### config.mk
export PLATFORM = sky130hd
export DESIGN_NAME = memory_controller
export DESIGN_NICKNAME = d
export VERILOG_FILES = /design/src/rtl/memory_controller.sv
export SDC_FILE = /design/constraint.sdc
export NUM_CORES = 1
export LEC_CHECK = 0
export ABC_AREA = 1
export BUFFER_PORTS_ARGS = -buffer_cell sky130_fd_sc_hd__buf_2
export CORE_MARGIN = 5
export CORE_UTILIZATION = 55
export CTS_BUF_LIST = sky130_fd_sc_hd__clkbuf_16
export CTS_CLUSTER_DIAMETER = 60
export DETAILED_ROUTE_END_ITERATION = 8
export PLACE_DENSITY_LB_ADDON = 0.25
export SYNTH_ARGS = -nofsm -noshare
export SYNTH_HDL_FRONTEND = slang
export SYNTH_SLANG_ARGS = --single-unit
### constraint.sdc
create_clock -name clk -period 2.2 [get_ports clk]
set_input_delay 0.22 -clock clk [delete_from_list [all_inputs] [get_ports clk]]
set_output_delay 0.22 -clock clk [all_outputs]
set_load 0.01 [all_outputs]
### src/rtl/memory_controller.sv
//==============================================================================
// Module      : memory_controller
// Description : Control FSM for a write-back cache in front of a fixed-latency
//               main memory. A request performs a tag lookup; a miss evicts a
//               dirty victim (WRITEBACK) if needed, refills the line (FILL),
//               and then repeats the lookup once. A second miss sets a sticky
//               error flag and the access completes anyway.
//
//               Ports
//                 clk, rst          clock, asynchronous active-high reset
//                 req, req_we       access request, 1 = store / 0 = load
//                 hit, dirty_bit    tag match and victim dirty status
//                 ready             idle and accepting req
//                 done              one-cycle completion pulse
//                 cache_we          cache write enable
//                 cache_in_select   1 = requester data, 0 = memory data
//                 mem_in_select     1 = victim address, 0 = requester address
//                 mem_we, mem_re    main-memory write / read enable
//                 err               sticky: lookup after a fill still missed
//                 hit_cnt, miss_cnt saturating first-lookup statistics
//
//               MEM_LATENCY is the memory access length in cycles (1..255).
// Revision    : 1.0  initial release
//==============================================================================
`default_nettype none

module memory_controller #(
    parameter int MEM_LATENCY = 4
) (
    input  logic        clk,
    input  logic        rst,
    input  logic        req,
    input  logic        req_we,
    input  logic        hit,
    input  logic        dirty_bit,
    output logic        ready,
    output logic        done,
    output logic        cache_we,
    output logic        cache_in_select,
    output logic        mem_in_select,
    output logic        mem_we,
    output logic        mem_re,
    output logic        err,
    output logic [15:0] hit_cnt,
    output logic [15:0] miss_cnt
);

    // Counter reload value: a phase of MEM_LATENCY cycles counts
    // MEM_LATENCY-1 down to 0 inclusive.
    localparam logic [7:0]  c_LAT_M1  = 8'(MEM_LATENCY - 1);
    localparam logic [15:0] c_CNT_MAX = 16'hFFFF;

    typedef enum logic [2:0] {
        S_IDLE      = 3'd0,
        S_LOOKUP    = 3'd1,
        S_WRITEBACK = 3'd2,
        S_FILL      = 3'd3,
        S_DONE      = 3'd4
    } state_t;

    state_t      r_state;
    state_t      w_state_next;

    logic [7:0]  r_cnt;        // cycles remaining in the current memory phase
    logic        r_retry;      // set once a fill has completed for this access
    logic        r_we;         // latched req_we for the access in flight
    logic        r_err;
    logic [15:0] r_hit_cnt;
    logic [15:0] r_miss_cnt;

    logic        w_cnt_zero;

    assign w_cnt_zero = (r_cnt == 8'd0);

    //--------------------------------------------------------------------------
    // State register
    //--------------------------------------------------------------------------
    always_ff @(posedge clk or posedge rst) begin
        if (rst) begin
            r_state <= S_IDLE;
        end else begin
            r_state <= w_state_next;
        end
    end

    //--------------------------------------------------------------------------
    // Next-state and control outputs. All outputs decode from the state
    // register, so an asynchronous reset drops every enable immediately.
    // LOOKUP is Mealy on hit so that a store hit writes in the lookup cycle.
    //--------------------------------------------------------------------------
    always_comb begin
        w_state_next    = r_state;
        ready           = 1'b0;
        done            = 1'b0;
        cache_we        = 1'b0;
        cache_in_select = 1'b0;
        mem_in_select   = 1'b0;
        mem_we          = 1'b0;
        mem_re          = 1'b0;

        case (r_state)
            S_IDLE: begin
                ready = 1'b1;
                if (req) begin
                    w_state_next = S_LOOKUP;
                end
            end

            S_LOOKUP: begin
                if (hit) begin
                    if (r_we) begin
                        cache_we        = 1'b1;
                        cache_in_select = 1'b1;
                    end
                    w_state_next = S_DONE;
                end else if (r_retry) begin
                    // The refilled line still does not match: give up
                    // rather than loop on fills.
                    w_state_next = S_DONE;
                end else if (dirty_bit) begin
                    w_state_next = S_WRITEBACK;
                end else begin
                    w_state_next = S_FILL;
                end
            end

            S_WRITEBACK: begin
                mem_in_select = 1'b1;
                mem_we        = 1'b1;
                if (w_cnt_zero) begin
                    w_state_next = S_FILL;
                end
            end

            S_FILL: begin
                mem_re = 1'b1;
                // Memory data is valid only in the last fill cycle.
                if (w_cnt_zero) begin
                    cache_we     = 1'b1;
                    w_state_next = S_LOOKUP;
                end
            end

            S_DONE: begin
                done         = 1'b1;
                w_state_next = S_IDLE;
            end

            default: begin
                w_state_next = S_IDLE;
            end
        endcase
    end

    //--------------------------------------------------------------------------
    // Access context: phase counter, retry flag, latched direction, error
    // flag and statistics.
    //--------------------------------------------------------------------------
    always_ff @(posedge clk or posedge rst) begin
        if (rst) begin
            r_cnt      <= 8'd0;
            r_retry    <= 1'b0;
            r_we       <= 1'b0;
            r_err      <= 1'b0;
            r_hit_cnt  <= 16'd0;
            r_miss_cnt <= 16'd0;
        end else begin
            case (r_state)
                S_IDLE: begin
                    if (req) begin
                        r_we    <= req_we;
                        r_retry <= 1'b0;
                    end
                end

                S_LOOKUP: begin
                    // Statistics reflect only the first lookup of an access.
                    if (!r_retry) begin
                        if (hit) begin
                            if (r_hit_cnt != c_CNT_MAX) begin
                                r_hit_cnt <= r_hit_cnt + 16'd1;
                            end
                        end else begin
                            if (r_miss_cnt != c_CNT_MAX) begin
                                r_miss_cnt <= r_miss_cnt + 16'd1;
                            end
                        end
                    end
                    if (!hit) begin
                        if (r_retry) begin
                            r_err <= 1'b1;
                        end else begin
                            r_cnt <= c_LAT_M1;
                        end
                    end
                end

                S_WRITEBACK: begin
                    if (w_cnt_zero) begin
                        r_cnt <= c_LAT_M1;
                    end else begin
                        r_cnt <= r_cnt - 8'd1;
                    end
                end

                S_FILL: begin
                    if (w_cnt_zero) begin
                        r_retry <= 1'b1;
                    end else begin
                        r_cnt <= r_cnt - 8'd1;
                    end
                end

                default: begin
                end
            endcase
        end
    end

    assign err      = r_err;
    assign hit_cnt  = r_hit_cnt;
    assign miss_cnt = r_miss_cnt;

endmodule

`default_nettype wire

==> results.md <==
- Entering global routing, the biggest net connects 47 pins.
- The cell row count is 26.
- By area the synthesized netlist is led by dfrtp_1 41%, nand2_1 19%, inv_1 6.0%, nor2_1 5.3%, xor2_1 4.0%.
- The run finished with clean final reports.
- The routability congestion estimate from global placement is 0.899.
- The routed via count divided by cell count is 5.07.
- The worst path uses 88.6% of the clock period.
- The smallest hold slack is 90.6 ps.
- On the critical path, the stage with the largest delay is an instance of dfrtp_1.
- The maximum root-to-sink buffer count is 2.
- The initial core utilization is 56.1%.
- For this run, the total global-route usage over all layers was measured as 20.6%.
- The via count of the first global-routing pass is 2418.
- The smallest clock period supported by the final layout is computed as 1950 ps.
- The depth of the worst register-to-register path is 7.
- After floorplanning, the core was sized to cover 5040 sq um.
- The sort of element at the end of the critical path is a primary output.
- The overall overflow remaining after global route is 0.
- Setup repair after global routing left no endpoint under its margin.
- The register area share after synthesis is 40.7%.
- Of the post-synthesis cell area, the dominant cell type holds 40.7%.
- The number of nets in the synthesized netlist is 398.
- The worst setup path endpoint is cache_we.
- For this block, the via count after detailed routing is 2576.
- The worst pin sits at a relative slew slack of 56.9%.
- The number of unique standard cell types used by synthesis is 29.
- Between clock sinks in the finished design, the worst skew comes to 5.54 ps.
- The TritonCTS clock tree is built.
- The worst register-to-register path ends at r_cnt[7].
- After detailed routing, the number of remaining DRC violations is 0.
- Summed over all failing endpoints, the final setup total negative slack is 0 ps.
- Counting tap cells, the placed design contains a total of 500 instances.
- The worst hold path class is in -> async.
- The initial antenna violation count is 0.
- The hold violation count in the final report was 0.
- After clock tree synthesis, the setup repair step added 0 buffers.
- The placed wire-length estimate after detailed placement is 4570 um.
- The clock slew at the register clock pins of the worst setup and hold paths is 60 ps.
- The largest area contributor in the synthesized netlist is dfrtp_1.
- In this run the cell area of the synthesized design comes to 2830 sq um.
- In this run, post-CTS hold repair placed 0 buffers.
- Synthesis produced a netlist whose cell count is 389.
- The register-to-register setup slack is 280 ps.
- The areal power density over the cells is 1120 nW/um^2.
- The startpoint of the most critical register-to-register path is r_state[2].
- The wire length per cell after detailed routing is 12.2 um.
- The critical path is of the reg -> out type.
- The maximum VDD drop is 0.698 mV.
- The residual antenna-violating net count after detailed routing is 0.
- The cell occurring most often along the worst timing path is inv_1.
- Leaving out fill and tap cells, the most frequent cell in the layout is nand2_1.
- The average cell area after synthesis is 7.28 sq um.
- In the layout the commonest cells are 146 x nand2_1, 46 x inv_1, 46 x dfrtp_1.
- Before antenna repair, the detailed router went through 4 iterations.
- CTS placed an instance of clkbuf_16 at the clock tree root.
- The final cell count without fillers is 508.
- Max-cap violations in this run came to 0.
- The deepest level of the CTS H-tree is 2.
- The count of nets after finishing is 446.
- The later pin in the worst-skew pair is clocked with a latency of 280 ps.
- The launch point of the worst path is r_cnt[0].
- After clock tree synthesis, the repair step resized 0 gates.
- Setup violations remaining at the end of the flow were counted as 0.
- The routed design has 6210 um of wire.
- The count of pins on the block boundary is 46.
- The highest fanout seen on the critical path is 9.
- Clock tree synthesis found a total of 46 sinks.
- Measured along the x axis, the die boundary spans 81.7 um.
- The worst setup path is launched from a flip-flop.
- In this run, CTS created clock tree buffers numbering 5.
- The synthesis-to-layout area growth is 15.3%.
- 0 antenna diodes ended up in the layout.
- The leakage component of the power is 1.73 nW.
- The count of final max-slew check failures is 0.
- The worst path required time is 1980 ps.
- The number of warnings printed during yosys synthesis is 0.
- The global-route wire length before repair is 10800 um.
- Counting the fill cells in the layout gives 447.
- The DRC violation total after the first TritonRoute iteration is 133.
- The delay of the slowest critical-path stage is 390 ps.
- Once layout is done, the placed cells without fillers occupy 3260 sq um.
- For the worst setup path, the data arrival time is 1730 ps.
- The share of post-route cells with drive strength above 1 is 17.8%.
- The design draws 3.66 mW.
- Derived from the worst setup path, the maximum achievable clock frequency is 513 MHz.
- The total cell area at the placement stage is 3100 sq um.
- The count of port buffers added during placement is 45.
- The synthesized design contains 46 register bits.
- At the pin with the least slew margin, the transition time is 644 ps.
- Traced cell by cell, the critical path runs through inv_1, ha_1, inv_1, nor2_1, nand3_2, o21ai_0, buf_2.
- The chip height is 81.7 um.
- The floorplan step defined a die boundary enclosing 6680 sq um.
==> critical path, delay by kind of cell (launching register included) <==
kind	cells	cell delay, ps
DFF	1	390
and+or+nand+nor	2	420
AOI/OAI and AO/OA	1	120
buffers and inverters	3	320
adders and majority gates	1	190
==> registers in the layout, indices dropped and copies added (netlist names) <==
| register | flops |
|---|---|
| r_state | 3 |
| r_cnt | 8 |
| hit_cnt | 16 |
| miss_cnt | 16 |
| r_retry | 1 |
| r_we | 1 |
| err | 1 |
==> power by group <==
part           total [mW]  switching (mW)  leakage (nW)  internal, mW
clock               0.837           0.309        0.0864         0.528
combinational        1.49           0.953          1.04         0.534
sequential           1.33           0.252         0.602          1.08
total                3.66            1.51          1.73          2.14
==> synth_stat cells (all sizes together) <==
cell,n
buf,6
o2111ai,4
nand3,24
o21a,1
inv,51
nor3,6
nor2,43
or2,1
xnor2,10
o21ai,15
xor2,13
o31ai,1
dfrtp,46
nand2,150
o21bai,1
nand3b,2
nand4,12
ha,3
==> stage by stage <==
| stage | util (%) | setup slack, ps |
|---|---|---|
| floorplan | - | 502 |
| global placement | 61.5 | 423 |
| detailed placement | 61.5 | 353 |
| CTS | 64.7 | 249 |
| global route | 64.7 | 80.9 |
| finish | 64.7 | 250 |
==> how the worst min path moves through the flow <==
stage	endpoint	slack (ps)	cells after the start
after global routing	hit_cnt[3]	140	3
after global placement	miss_cnt[0]	410	3
after floorplan	err	320	1
after CTS	hit_cnt[13]	110	3
final	hit_cnt[3]	90	3
after detailed placement	miss_cnt[3]	410	3
==> cell families after synthesis <==
group / share of synthesized area (%)
AND/OR/NAND/NOR: 36.0
AO/OA/AOI/OAI: 6.01
buffers and inverters: 8.89
flip-flops: 40.7
XOR/XNOR: 7.12
adder cells (fa/ha/maj): 1.33
==> cell type report <==
class	instances	area (sq um)	share of cell area, %
clock inverters	3	37.5	1.15
repair buffers	47	240	7.36
clock buffers	5	125	3.83
multi-input cells	286	1430	43.8
flip-flops and latches	46	1150	35.3
inverters	51	194	5.94
well taps	70	87.6	2.68
==> per-layer routing <==
layer  wire, um  up-vias  global-route usage [%]  part of all wire [%]
met2       3040       62                    35.5                    49
met3        322        9                    3.62                   5.2
li1           -     1312                       -                     -
met1       2750     1193                    26.1                    44
met4         89        0                    6.31                   1.4
met5          0        -                       0                     0
No activity file was read; power rests on OpenSTA's default activity.
